==> src/rtl/ericsmi_bad_sync_pkg.sv <==
// ericsmi_bad_sync_pkg
// Shared definitions for the bad-synchronizer metastability demonstrator:
// read-select encodings, fixed read-back constants, status-byte bit positions
// and a helper that assembles the status byte.
// Optional build macro used by the design: BADSYNC_SNAPSHOT_EN (see top file).
package ericsmi_bad_sync_pkg;

    typedef enum logic [2:0] {
        SEL_MIS_LO  = 3'd0,
        SEL_MIS_HI  = 3'd1,
        SEL_BAD_LO  = 3'd2,
        SEL_BAD_HI  = 3'd3,
        SEL_GOOD_LO = 3'd4,
        SEL_GOOD_HI = 3'd5,
        SEL_STATUS  = 3'd6,
        SEL_ID      = 3'd7
    } sel_e;

    localparam logic [7:0] ID_BYTE    = 8'hA5;
    localparam logic [7:0] UIO_OE_VAL = 8'h03;

    // Status byte layout: {3'b0, sat_good, sat_bad, sat_mis, sync_out, q_bad_d}
    localparam int ST_BAD      = 0;
    localparam int ST_GOOD     = 1;
    localparam int ST_SAT_MIS  = 2;
    localparam int ST_SAT_BAD  = 3;
    localparam int ST_SAT_GOOD = 4;

    function automatic logic [7:0] pack_status(
        input logic sat_good,
        input logic sat_bad,
        input logic sat_mis,
        input logic good_bit,
        input logic bad_bit
    );
        logic [7:0] s;
        s              = '0;
        s[ST_BAD]      = bad_bit;
        s[ST_GOOD]     = good_bit;
        s[ST_SAT_MIS]  = sat_mis;
        s[ST_SAT_BAD]  = sat_bad;
        s[ST_SAT_GOOD] = sat_good;
        return s;
    endfunction

endpackage

==> src/rtl/bsync_sat_counter.sv <==
// bsync_sat_counter
// Saturating up-counter with synchronous clear.
// Ports:
//   clk   - clock
//   rst   - synchronous active-high reset
//   clr   - synchronous clear, takes priority over inc
//   inc   - advance by one unless already all-ones
//   count - current count (CNT_W bits)
//   sat   - 1 while count is all-ones
import ericsmi_bad_sync_pkg::*;

module bsync_sat_counter #(
    parameter int CNT_W = 16
) (
    input  logic             clk,
    input  logic             rst,
    input  logic             clr,
    input  logic             inc,
    output logic [CNT_W-1:0] count,
    output logic             sat
);

    assign sat = &count;

    always_ff @(posedge clk) begin
        if (rst) begin
            count <= '0;
        end else if (clr) begin
            count <= '0;
        end else if (inc && !sat) begin
            count <= count + CNT_W'(1);
        end
    end

endmodule

==> src/rtl/ericsmi_bad_synchronizer.sv <==
// ericsmi_bad_synchronizer
// Metastability demonstrator. The asynchronous input ui_in[0] is captured by a
// lone flop (bad path) and by a SYNC_STAGES-deep synchronizer (good path).
// The bad path is delayed so both paths line up in time; saturating counters
// then record rising edges seen on each path and cycles where they disagree.
// Ports:
//   clk, rst  - clock, synchronous active-high reset
//   ena       - tile enable, gates counting
//   ui_in     - [0] async din, [1] count enable, [4:2] read select,
//               [6:5] reserved, [7] counter clear
//   uo_out    - registered read-back byte
//   uio_in    - unused
//   uio_out   - [0] bad-path flop, [1] good-path output, rest 0
//   uio_oe    - constant 8'h03
// Build option: define BADSYNC_SNAPSHOT_EN to latch the full counter while its
// low byte is selected, so a following high-byte read is coherent.
import ericsmi_bad_sync_pkg::*;

module ericsmi_bad_synchronizer #(
    parameter int CNT_W       = 16,
    parameter int SYNC_STAGES = 2
) (
    input  logic       clk,
    input  logic       rst,
    input  logic       ena,
    input  logic [7:0] ui_in,
    output logic [7:0] uo_out,
    input  logic [7:0] uio_in,
    output logic [7:0] uio_out,
    output logic [7:0] uio_oe
);

    logic din;
    assign din = ui_in[0];

    // bad_line[0] is the single sampling flop; the rest is a pure delay so that
    // its last tap carries din from the same cycle as the synchronizer output.
    logic [SYNC_STAGES-1:0] bad_line;
    logic [SYNC_STAGES-1:0] sync_ff;
    logic                   q_bad_dd;
    logic                   sync_out_d;
    logic [1:0]             en_sync;
    logic [1:0]             clr_sync;

    logic q_bad;
    logic q_bad_d;
    logic sync_out;

    assign q_bad    = bad_line[0];
    assign q_bad_d  = bad_line[SYNC_STAGES-1];
    assign sync_out = sync_ff[SYNC_STAGES-1];

    always_ff @(posedge clk) begin
        if (rst) begin
            bad_line   <= '0;
            sync_ff    <= '0;
            q_bad_dd   <= 1'b0;
            sync_out_d <= 1'b0;
            en_sync    <= '0;
            clr_sync   <= '0;
        end else begin
            bad_line   <= {bad_line[SYNC_STAGES-2:0], din};
            sync_ff    <= {sync_ff[SYNC_STAGES-2:0], din};
            q_bad_dd   <= q_bad_d;
            sync_out_d <= sync_out;
            en_sync    <= {en_sync[0], ui_in[1]};
            clr_sync   <= {clr_sync[0], ui_in[7]};
        end
    end

    // Read select is quasi-static and therefore used unsynchronized.
    sel_e sel;
    assign sel = sel_e'(ui_in[4:2]);

    logic cnt_en;
    logic clr;
    assign cnt_en = ena & en_sync[1];
    assign clr    = clr_sync[1];

    logic mis_inc;
    logic bad_inc;
    logic good_inc;
    assign mis_inc  = cnt_en & (q_bad_d ^ sync_out);
    assign bad_inc  = cnt_en & q_bad_d & ~q_bad_dd;
    assign good_inc = cnt_en & sync_out & ~sync_out_d;

    logic [CNT_W-1:0] mis_cnt;
    logic [CNT_W-1:0] bad_cnt;
    logic [CNT_W-1:0] good_cnt;
    logic             sat_mis;
    logic             sat_bad;
    logic             sat_good;

    bsync_sat_counter #(.CNT_W(CNT_W)) u_mis_cnt (
        .clk   (clk),
        .rst   (rst),
        .clr   (clr),
        .inc   (mis_inc),
        .count (mis_cnt),
        .sat   (sat_mis)
    );

    bsync_sat_counter #(.CNT_W(CNT_W)) u_bad_cnt (
        .clk   (clk),
        .rst   (rst),
        .clr   (clr),
        .inc   (bad_inc),
        .count (bad_cnt),
        .sat   (sat_bad)
    );

    bsync_sat_counter #(.CNT_W(CNT_W)) u_good_cnt (
        .clk   (clk),
        .rst   (rst),
        .clr   (clr),
        .inc   (good_inc),
        .count (good_cnt),
        .sat   (sat_good)
    );

    // Zero-extend to a 16-bit read view so narrow builds read 0 in the upper bits.
    logic [15:0] mis_w;
    logic [15:0] bad_w;
    logic [15:0] good_w;
    assign mis_w  = 16'(mis_cnt);
    assign bad_w  = 16'(bad_cnt);
    assign good_w = 16'(good_cnt);

    logic [7:0] mis_hi;
    logic [7:0] bad_hi;
    logic [7:0] good_hi;

`ifdef BADSYNC_SNAPSHOT_EN
    logic [CNT_W-1:0] shadow;
    sel_e             shadow_src;
    logic [15:0]      shadow_w;
    assign shadow_w = 16'(shadow);

    // Capture the whole counter while its low byte is being read so the
    // subsequent high-byte read cannot tear across a carry.
    always_ff @(posedge clk) begin
        if (rst) begin
            shadow     <= '0;
            shadow_src <= SEL_MIS_LO;
        end else if (clr) begin
            shadow <= '0;
        end else begin
            case (sel)
                SEL_MIS_LO: begin
                    shadow     <= mis_cnt;
                    shadow_src <= SEL_MIS_LO;
                end
                SEL_BAD_LO: begin
                    shadow     <= bad_cnt;
                    shadow_src <= SEL_BAD_LO;
                end
                SEL_GOOD_LO: begin
                    shadow     <= good_cnt;
                    shadow_src <= SEL_GOOD_LO;
                end
                default: begin
                    shadow     <= shadow;
                    shadow_src <= shadow_src;
                end
            endcase
        end
    end

    assign mis_hi  = (shadow_src == SEL_MIS_LO)  ? shadow_w[15:8] : mis_w[15:8];
    assign bad_hi  = (shadow_src == SEL_BAD_LO)  ? shadow_w[15:8] : bad_w[15:8];
    assign good_hi = (shadow_src == SEL_GOOD_LO) ? shadow_w[15:8] : good_w[15:8];
`else
    assign mis_hi  = mis_w[15:8];
    assign bad_hi  = bad_w[15:8];
    assign good_hi = good_w[15:8];
`endif

    logic [7:0] rd_data;

    always_comb begin
        rd_data = ID_BYTE;
        case (sel)
            SEL_MIS_LO:  rd_data = mis_w[7:0];
            SEL_MIS_HI:  rd_data = mis_hi;
            SEL_BAD_LO:  rd_data = bad_w[7:0];
            SEL_BAD_HI:  rd_data = bad_hi;
            SEL_GOOD_LO: rd_data = good_w[7:0];
            SEL_GOOD_HI: rd_data = good_hi;
            SEL_STATUS:  rd_data = pack_status(sat_good, sat_bad, sat_mis, sync_out, q_bad_d);
            default:     rd_data = ID_BYTE;
        endcase
    end

    always_ff @(posedge clk) begin
        if (rst) begin
            uo_out <= '0;
        end else begin
            uo_out <= rd_data;
        end
    end

    assign uio_out = {6'b0, sync_out, q_bad};
    assign uio_oe  = UIO_OE_VAL;

    logic unused_inputs;
    assign unused_inputs = ^{uio_in, ui_in[6:5]};

endmodule

==> config.mk <==
export PLATFORM = sky130hd
export DESIGN_NAME = ericsmi_bad_synchronizer
export DESIGN_NICKNAME = d
export VERILOG_FILES = /design/src/rtl/ericsmi_bad_sync_pkg.sv /design/src/rtl/bsync_sat_counter.sv /design/src/rtl/ericsmi_bad_synchronizer.sv
export SDC_FILE = /design/constraint.sdc
export NUM_CORES = 1
export LEC_CHECK = 0
export BUFFER_PORTS_ARGS = -buffer_cell sky130_fd_sc_hd__buf_4
export CAP_MARGIN = 15
export CORE_MARGIN = 2
export CORE_UTILIZATION = 40
export CTS_BUF_LIST = sky130_fd_sc_hd__clkbuf_4 sky130_fd_sc_hd__clkbuf_8
export CTS_CLUSTER_DIAMETER = 100
export DETAILED_ROUTE_END_ITERATION = 12
export HOLD_SLACK_MARGIN = 0.06
export PLACE_DENSITY = 0.68
export SLEW_MARGIN = 0
export SYNTH_ARGS = -nofsm -noshare
export SYNTH_HDL_FRONTEND = slang
export SYNTH_HIERARCHICAL = 1
export SYNTH_SLANG_ARGS = --single-unit
==> constraint.sdc <==
create_clock -name clk -period 6.7 [get_ports clk]
set_input_delay 1.34 -clock clk [delete_from_list [all_inputs] [get_ports clk]]
set_output_delay 1.34 -clock clk [all_outputs]
set_load 0.1 [all_outputs]
Word-level counts from Yosys, hierarchy flattened. Cells that the tools add are included.

Register bits: 66. Word-level logic and storage cells: 40.

Add/subtract/negate cells: 3. Equality and inequality tests: 6. Multiplexer cells: 1. Bitwise operators: 9. Reductions and logical operators: 11.

Operators with widths (count): $pmux 8 s7 (1); $add 16x1->16 const B (3); $reduce_and 16->1 (3); $eq 3x3->1 const B (3); $and 1x1->1 (6); $eq 3x2->1 const B (2); $eq 3x1->1 const B (1); $logic_and 1x1->1 (3); $logic_not 1->1 (3); $logic_not 3->1 (1); $not 1->1 (2); $reduce_or 2->1 (1); $xor 1x1->1 (1).

Logic depth before layout (Yosys ltp).
Depth in word-level cells: 4. Depth in mapped cells: 7. Depth with buffers taken out: 7.

Cells and area by module. Netlist, hierarchy kept.

By module, submodules not included: bsync_sat_counter (times used 3, cells an instance 97, area an instance 830.8 µm², seq. area each 320.3 µm²); ericsmi_bad_synchronizer (times used 1, cells an instance 117, area an instance 1029.7 µm², seq. area each 300.3 µm²).

Worst setup path before layout. No wires, ideal clock.

Path kind: in2reg. Start: input ena. End: register u_bad_cnt.count[15]. Library setup time: 70 ps. Arrival: 2958 ps. Required time: 6630 ps. Setup slack: 3672 ps. Cell stages on the path: 6. Path through: and4b_1 nand4_1 or3_1 clkbuf_2 or4_1 a21oi_1.

Cells in the longest elaborated chain, start to end: 4.

Ends and longest elaborated chain: from (decl) (line ericsmi_bad_synchronizer.sv:25) `input logic ena,`; $and 1x1->1 (line ericsmi_bad_synchronizer.sv:77) `assign cnt_en = ena & en_sync[1];`; $and 1x1->1 (2 in series) (line ericsmi_bad_synchronizer.sv:84) `assign bad_inc = cnt_en & q_bad_d & ~q_bad_dd;`; $logic_and 1x1->1 (line bsync_sat_counter.sv:30) `end else if (inc && !sat) begin`; to (signal assigned) (line bsync_sat_counter.sv:31) `count <= count + CNT_W'(1);`; to (decl) (line bsync_sat_counter.sv:19) `output logic [CNT_W-1:0] count,`.

Every way passes these cells. A chain may end at the register's enable or synchronous reset.

Final worst setup path.
Start: input ena. End: register u_good_cnt.count[15].

Cells in the longest elaborated chain, start to end: 4.

Ends and longest elaborated chain: $and 1x1->1 (line ericsmi_bad_synchronizer.sv:77); $and 1x1->1 (2 in series) (line ericsmi_bad_synchronizer.sv:85) `assign good_inc = cnt_en & sync_out & ~sync_out_d;`; $logic_and 1x1->1 (line bsync_sat_counter.sv:30); to (signal assigned) (line bsync_sat_counter.sv:31); to (decl) (line bsync_sat_counter.sv:19).

Every way passes these cells.

==> metrics <==
status finished clean; cts bufs inserted 9; PD cells 198 mW/mm^2; Antenna diodes 0; largest net degree at the start of global routing 32; die width 97.8 microns; final hold violations 0; worst min path class reg -> reg; first-pass GRT wire length 13100 microns; Die H 97.8 microns; worst clock skew 0.00993 ns; synth-to-layout area growth 6.79%; Longest Clk Path Bufs 2; CTS root buf clkbuf_8; routed wire length 7990 microns; Synth warnings 6; CP Cell Sequence buf_4, and4b_1, nand4_1, or3_1, or4_1, a21oi_1; CTS resizes 0; fin crit period 3.11 ns; cell area after synthesis 0.00352 sq mm; Total Routing Usage GR 0.168; die area 0.00957 sq mm; final max-slew violation count 0; Leakage 0.00128 uW; number of global-route vias before repair 2673; postcts setup bufs 0; GRT Residual Overflow 0; slowest CP cell and4b_1; H-Tree Depth 3; filler cell count 864; Post-Synth XOR/XNOR Area 0.0149; DR pass1 iterations 4; reg2reg setup slack 4.19 ns; complex-gate fraction of the synthesized area 0.197; Fin Setup TNS 0 ns; Via density 5.79; Final period util 0.464; initial core utilization 0.408; sw frac 0.282; net switching power 211 uW; Core Area 0.00864 sq mm; internal power 536 uW; Max Clk Rate 322 MHz; Placed Area 0.00361 sq mm; Worst EP arrival 3.38 ns; main combinational cell family by area after synthesis simple AND/OR/NAND/NOR gates; combinational share of power 0.120; Synth Register Bits 63; Slew @ Worst Pin 0.649 ns; EDFF count, synth 0; clock power share 0.367; DRC Markers 0; Avg Inst Size Synth 8.63 sq um; DRT iter0 DRCs 169; ratio of cells with drive above 1 in the final layout 0.123; hold_buf cts 0; port buffer count 18; max incr delay on CP 0.58 ns; cells after synthesis 408; adder-cell share of the synthesized area 0.0107; CTS sink cnt 63; RSZ-0062 raised after global routing false; Vias 3078; async set-reset flop share out of synthesis 0; peak supply drop 0.000108 V; Final Util 0.436; Detail Route Antenna Nets 0; worst path required time 6.97 ns; worst slew margin relative to its limit 0.564; Routed WL per cell 15.0 microns; Top FF cell, synth dfxtp_1; fin nets 444; Cell Rows 34; setup violators final 0; crit end category register; Max-cap violations 0; mux contribution to synthesized area 0.0558; sequential power share 0.512; Worst Path Max Fanout 10; Hold Slack 0.434 ns; final instance area 0.00376 sq mm; Ports 43; antenna violations before repair 0; Worst-Skew Late Latency 0.34 ns; clk slew on worst S/H paths 0.07 ns; synth unique cells 54; startpoint types input port; Seq/Total Area, Yosys 0.358; GP Congestion 0.842; CTS tree yes; Synth Area in Simple Gates 0.279; crit path kind in -> reg; hpwl dp 5840 microns
synth_stat cells, types with 6 or more instances:
cell | number | share of area
or2_2 | 6 | 0.011
o31ai_1 | 12 | 0.026
clkbuf_2 | 6 | 0.0085
nor3_1 | 9 | 0.013
or4_1 | 12 | 0.026
nor2b_1 | 7 | 0.012
inv_1 | 10 | 0.011
mux2i_1 | 11 | 0.031
or3_1 | 15 | 0.027
o21ai_0 | 23 | 0.033
nor2_1 | 28 | 0.030
a31oi_1 | 6 | 0.011
a21oi_1 | 28 | 0.040
dfxtp_1 | 63 | 0.36
and3_1 | 6 | 0.011
buf_4 | 16 | 0.034
nand4_1 | 21 | 0.037
nand2_1 | 32 | 0.034
nand3_1 | 18 | 0.026
sequential cells by signal (all words and copies together) (netlist names):
register	count
u_mis_cnt/count	16
bad_line	2
uo_out	8
u_bad_cnt/count	16
clr_sync	2
en_sync	2
q_bad_dd	1
u_good_cnt/count	16
metal layers:
layer	vias up	wire length, microns	share of wire	GRT usage
met5	-	0	0	0
met4	0	96	0.012	0.0417
met3	7	361	0.045	0.0480
met2	76	3790	0.47	0.267
met1	1460	3740	0.47	0.225
li1	1535	-	-	-
path summary, 6_finish.rpt:
check / startpoint / end / cells past startpoint
worst min-delay path: clr_sync[0]$_SDFF_PP0_ / clr_sync[1]$_SDFF_PP0_ / 1
worst max register to register: bad_line[1]$_SDFF_PP0_ / u_good_cnt/count[15]$_SDFFE_PP0P_ / 5
worst max-delay path: ena / u_good_cnt/count[15]$_SDFFE_PP0P_ / 6
worst min register to register: clr_sync[0]$_SDFF_PP0_ / clr_sync[1]$_SDFF_PP0_ / 1
kinds of logic after synthesis:
logic type,Yosys count
AOI/OAI and AO/OA,99
xor gates and xnor gates,6
adders and majority gates,3
buffers and inverters,43
DFF,63
muxes,16
other,2
and+or+nand+nor,176
power groups by stage:
| stage | Combinational (uW) | Clock [uW] | Sequential, uW |
|---|---|---|---|
| after global routing | 94.1 | 302 | 383 |
| after CTS | 89.4 | 283 | 382 |
| after detailed placement | 89.4 | 0 | 391 |
| after global placement | 88.3 | 0 | 391 |
| after floorplan | 71.9 | 0 | 405 |
| final | 89.8 | 274 | 382 |
critical path: cells and delay by family:
kind                   cells  cell delay (ns)
buffers and inverters      1             0.07
and+or+nand+nor            4             1.82
AOI/OAI and AO/OA          1             0.14
placed cells by master, fill, tap and decap left out, types with 12 or more instances in the layout:
master and count:
o21ai_0 23, nand3_1 18, o31ai_1 12, or4_1 12
nand2_1 32, dfxtp_1 63, conb_1 19, a21oi_1 28
buf_4 18, or3_1 15, nor2_1 28, nand4_1 21
area by class of cell:
| class | instances | area (sq um) | area share |
|---|---|---|---|
| sequential | 63 | 1260 | 0.335 |
| inverter | 11 | 41.3 | 0.0110 |
| multi-input combinational | 319 | 2030 | 0.541 |
| clock buffer | 11 | 145 | 0.0386 |
| clock inverter | 2 | 10.0 | 0.00266 |
| tap | 108 | 135 | 0.0359 |
| timing repair buffer | 18 | 135 | 0.0359 |
metrics by stage:
step,setup WS [ns],std cells,total power [uW]
after global placement,3.31,519,479
after detailed placement,3.28,519,480
after global routing,3.51,532,779
after floorplan,3.67,425,477
final,3.59,532,747
after CTS,3.63,532,755
Note: power is estimated with default switching activity, not from simulation.
